### src/rtl/fetch_sequencer.sv
// Instruction-fetch sequencer: owns the PC, issues imem requests, presents words to decode.
// Optional perf counters (fetch_cnt/stall_cnt) enabled by defining FETCH_PERF_CNT_EN.
module fetch_sequencer #(
  parameter int                ADDR_W   = 32,
  parameter logic [ADDR_W-1:0] RESET_PC = '0
) (
  input  logic              clk,
  input  logic              reset,
  output logic              imem_req,
  output logic [ADDR_W-1:0] imem_addr,
  input  logic              imem_ready,
  input  logic [31:0]       imem_rdata,
  input  logic              stall,
  input  logic              redirect_valid,
  input  logic [ADDR_W-1:0] redirect_pc,
  output logic              out_valid,
  output logic [31:0]       out_instr,
  output logic [ADDR_W-1:0] out_pc,
`ifdef FETCH_PERF_CNT_EN
  output logic [31:0]       fetch_cnt,
  output logic [31:0]       stall_cnt,
`endif
  output logic [1:0]        dbg_state
);

  // Handshakes: an imem transfer completes on an edge where imem_req=1 and
  // imem_ready=1; imem_addr is held while imem_req=1 and imem_ready=0. Decode
  // takes the presented word on an edge where out_valid=1 and stall=0.
  typedef enum logic [1:0] {
    IDLE  = 2'd0,
    FETCH = 2'd1,
    HOLD  = 2'd2,
    FLUSH = 2'd3
  } state_t;

  state_t            r_state;
  logic [ADDR_W-1:0] r_pc;
  logic [ADDR_W-1:0] r_flush_addr;
  logic              r_out_valid;
  logic [31:0]       r_out_instr;
  logic [ADDR_W-1:0] r_out_pc;
  logic [ADDR_W-1:0] w_redir_pc;

  assign w_redir_pc = {redirect_pc[ADDR_W-1:2], 2'b00};

  always_ff @(posedge clk or posedge reset) begin
    if (reset) begin
      r_state      <= IDLE;
      r_pc         <= RESET_PC;
      r_flush_addr <= RESET_PC;
      r_out_valid  <= 1'b0;
      r_out_instr  <= '0;
      r_out_pc     <= '0;
    end else begin
      case (r_state)
        IDLE: begin
          if (redirect_valid) begin
            r_pc        <= w_redir_pc;
            r_out_valid <= 1'b0;
          end
          r_state <= FETCH;
        end
        FETCH: begin
          if (redirect_valid) begin
            r_pc        <= w_redir_pc;
            r_out_valid <= 1'b0;
            if (imem_ready) begin
              r_state <= FETCH;
            end else begin
              // The in-flight request must still be completed at its old address.
              r_flush_addr <= r_pc;
              r_state      <= FLUSH;
            end
          end else if (imem_ready) begin
            r_out_instr <= imem_rdata;
            r_out_pc    <= r_pc;
            r_out_valid <= 1'b1;
            r_pc        <= r_pc + ADDR_W'(4);
            r_state     <= HOLD;
          end
        end
        HOLD: begin
          if (redirect_valid) begin
            r_pc        <= w_redir_pc;
            r_out_valid <= 1'b0;
            r_state     <= FETCH;
          end else if (!stall) begin
            r_out_valid <= 1'b0;
            r_state     <= FETCH;
          end
        end
        FLUSH: begin
          if (redirect_valid) begin
            r_pc        <= w_redir_pc;
            r_out_valid <= 1'b0;
          end else if (imem_ready) begin
            r_state <= FETCH;
          end
        end
        default: r_state <= IDLE;
      endcase
    end
  end

`ifdef FETCH_PERF_CNT_EN
  logic [31:0] r_fetch_cnt;
  logic [31:0] r_stall_cnt;

  always_ff @(posedge clk or posedge reset) begin
    if (reset) begin
      r_fetch_cnt <= '0;
      r_stall_cnt <= '0;
    end else if (r_state == HOLD) begin
      if (stall) begin
        r_stall_cnt <= r_stall_cnt + 32'd1;
      end else if (!redirect_valid) begin
        r_fetch_cnt <= r_fetch_cnt + 32'd1;
      end
    end
  end

  assign fetch_cnt = r_fetch_cnt;
  assign stall_cnt = r_stall_cnt;
`endif

  // Decoded from state so an asynchronous reset drops the request immediately.
  assign imem_req  = (r_state == FETCH) || (r_state == FLUSH);
  assign imem_addr = (r_state == FLUSH) ? r_flush_addr : r_pc;
  assign out_valid = r_out_valid;
  assign out_instr = r_out_instr;
  assign out_pc    = r_out_pc;
  assign dbg_state = r_state;

endmodule

### config.mk
export PLATFORM = sky130hd
export DESIGN_NAME = fetch_sequencer
export DESIGN_NICKNAME = d
export VERILOG_FILES = /design/src/rtl/fetch_sequencer.sv
export SDC_FILE = /design/constraint.sdc
export NUM_CORES = 1
export LEC_CHECK = 0
export CORE_MARGIN = 4
export CORE_UTILIZATION = 48
export CTS_CLUSTER_SIZE = 24
export DETAILED_ROUTE_END_ITERATION = 8
export PLACE_DENSITY = 0.8
export SETUP_SLACK_MARGIN = 0.2
export SLEW_MARGIN = 25
export SYNTH_ARGS = -nofsm -noshare
export SYNTH_HDL_FRONTEND = slang
export SYNTH_SLANG_ARGS = --single-unit
### constraint.sdc
create_clock -name clk -period 5.2 [get_ports clk]
set_input_delay 0.78 -clock clk [delete_from_list [all_inputs] [get_ports clk]]
set_output_delay 0.78 -clock clk [all_outputs]
set_load 0.01 [all_outputs]
==> impl_metrics.ini <==
[sta]
rsz0062_at_grt = false
worst_pin_slew_ns = 0.942
fin_setup_tns_ns = 0
fin_crit_sh_pct = 67.5
slew_violations = 0
hold_ws_ns = 0.486
clock_skew_ns = 0.00449
fin_crit_ns = 3.51
timing.fmax_ghz = 0.285
finalHoldViolCount = 0
fin_ws_ns = 1.69
setup_violations = 0
slew_headroom_pct = 37.2

[synthesis]
synthCells = 500
synth_top_area_cell = dfrtp_1
ys.flop_type = dfrtp_1
synth-edff-count = 0
ys_warn_count = 0
synth_seq_area_share_pct = 52.4
syn_area_sq_mm = 0.00597
post-synth-top-count-cell = dfrtp_1
netlist_top_cells_count = dfrtp_1 (125), mux2_2 (110), nand2_1 (39)
syn_area_per_cell_sq_um = 11.9
synth_top_area_share_pct = 52.4
synthTopCellsByArea = dfrtp_1 (52%), mux2_2 (21%), nand2_1 (2.5%)
ys_ff_latch = 125
yosysUniqueCellTypes = 48
synthArstFlopShare_pct = 100

[worst_setup_path]
crit_cells = 4
cp_top_family = buffers and inverters
critical_path.slowest_cell = ha_1
cp-end-kind = output port
setup.worst_path.start_class = flop
crit_fanout = 28
max_stage_delay_ns = 0.54
crit_chain = ha_1 > buf_4 > mux2_2 > clkdlybuf4s50_1
critPathKind = reg -> out
cp.buffers_inverters = 2
reg2reg_depth = 5
worstPathArrival_ns = 2.73
required_ns = 4.42

[finish]
design_area_sq_mm = 0.00826
layout-drive-gt1-share_pct = 23.5
fin_util_pct = 68.2
diodes = 0
fin_nets = 726
synthToLayoutAreaGrowth_pct = 38.3

[floorplan]
num_rows = 40
die_h_um = 120
pin_count = 169
die_w_um = 120
die-area_sq_mm = 0.0143
core-area_sq_mm = 0.0121
initial_core_util_pct = 49.3

[clock_network]
cts_tree = yes
clockBufferDepth = 2
clkTransAtPathRegs_ns = 0.05
clkSinkCount = 125
cts_hold_buffers = 0
cts_setup_buffers = 0
h-tree-depth = 4
clock_latency_ns = 0.41
numCtsBuffers = 17
root_buffer = clkbuf_16
cts_resized = 0

[route]
ant_nets = 0
wl_mm = 15.1
firstDrtPassIters = 4
via_per_inst = 5.50
vias = 4580
wl_per_cell_um = 18.2
drc = 0
drtIter0Drc = 278

[grt]
grt-ovfl-total = 0
grt_usage_pct = 22.1
grt_max_degree = 68
grt_pass1_wl_mm = 25.1
grt_pass1_vias = 4740
antenna_found_initial = 0

[power]
powerDensity_mw_per_mm2 = 573
p_leak_nw = 3.38
irDropWorstVdd_mv = 0.298

[placed_design]
hpwl_mm = 10.6
port_buffers = 162
dpl-instance-area_sq_mm = 0.00767
routabilityCongestion = 0.857
pre_cts_slack_ns = 1.42

[hold_path]
holdPathStages = 2
hold_path_class = reg -> reg

[outcome]
outcome = finished clean

[run]
maxCapViolCount = 0
-- metal layers --
| metal | GRT usage (%) | part of all wire [%] |
|---|---|---|
| met2 | 35.5 | 48 |
| met1 | 28.4 | 43 |
| met5 | 0 | 0 |
| met3 | 7.16 | 7.9 |
| met4 | 7.09 | 1.4 |
-- power breakdown --
group | internal, mW | switching [mW] | total (mW)
logic | 1.16 | 0.808 | 1.96
clock network | 0.754 | 0.403 | 1.16
registers | 1.37 | 0.237 | 1.61
-- kinds of logic after synthesis --
| family | share of synthesized area, % |
|---|---|
| AO/OA/AOI/OAI | 6.98 |
| XOR/XNOR | 0.880 |
| adder cells (fa/ha/maj) | 1.05 |
| buffers and inverters | 3.77 |
| flip-flops | 52.4 |
| multiplexers | 21.3 |
| other | 0.0628 |
| AND/OR/NAND/NOR | 13.6 |
-- registers in the layout, summed over array words and instances (netlist names) --
name          flops
r_pc             30
out_pc           30
r_flush_addr     30
out_valid         1
out_instr        32
dbg_state         2
-- area by class of cell --
cell class,instances,area [sq um]
clock buffers,26,499
well taps,168,210
flip-flops and latches,125,3130
multi-input cells,332,2640
fillers,912,3860
repair buffers,167,1660
clock inverters,6,82.6
inverters,9,36.3
-- cells in the final DEF (no fill, tap or decap), types with 3 or more instances in the layout --
master | synthesis | routed
clkbuf_8 | 0 | 4
and4_1 | 7 | 7
nand3_1 | 18 | 17
a311oi_1 | 4 | 4
clkbuf_16 | 0 | 17
nand4_1 | 11 | 11
nor2_1 | 18 | 18
a31oi_1 | 8 | 8
nor3_1 | 6 | 6
conb_1 | 1 | 4
a21oi_1 | 4 | 4
o21ai_0 | 23 | 23
nand2_1 | 39 | 39
mux2i_1 | 3 | 3
nand4_4 | 3 | 3
o31ai_1 | 6 | 6
ha_1 | 5 | 5
and3_1 | 8 | 8
dfrtp_1 | 125 | 125
xor2_1 | 5 | 5
and2_1 | 4 | 4
nor2b_1 | 3 | 3
buf_4 | 7 | 5
clkbuf_1 | 16 | 5
mux2_2 | 110 | 110
or4_1 | 12 | 12
clkinv_2 | 0 | 3
inv_1 | 9 | 7
clkdlybuf4s50_1 | 0 | 162
o211ai_1 | 6 | 6
-- worst paths after layout --
check	slack [ns]	to	startpoint
hold reg to reg	0.49	r_flush_addr[30]	r_flush_addr[30]
hold / removal	0.49	r_flush_addr[30]	r_flush_addr[30]
min in group asynchronous	0.82	out_instr[18]	reset
setup reg to reg	2.67	r_pc[24]	dbg_state[1]
max in group asynchronous	3.33	r_pc[28]	reset
setup / recovery	1.69	imem_addr[3]	dbg_state[1]
-- stage by stage --
step / power [mW] / instances
final: 4.73 / 833
after global routing: 5.00 / 833
after CTS: 4.78 / 833
after detailed placement: 3.60 / 801
after global placement: 3.52 / 801
after floorplan: 2.58 / 503
-- tightest hold or removal path, delay by kind of cell, from the launching register on --
kind,cells,cell delay [ns]
and+or+nand+nor,1,0.05
AOI/OAI and AO/OA,1,0.06
DFF,1,0.34
Power figures use the tool's default switching activity.
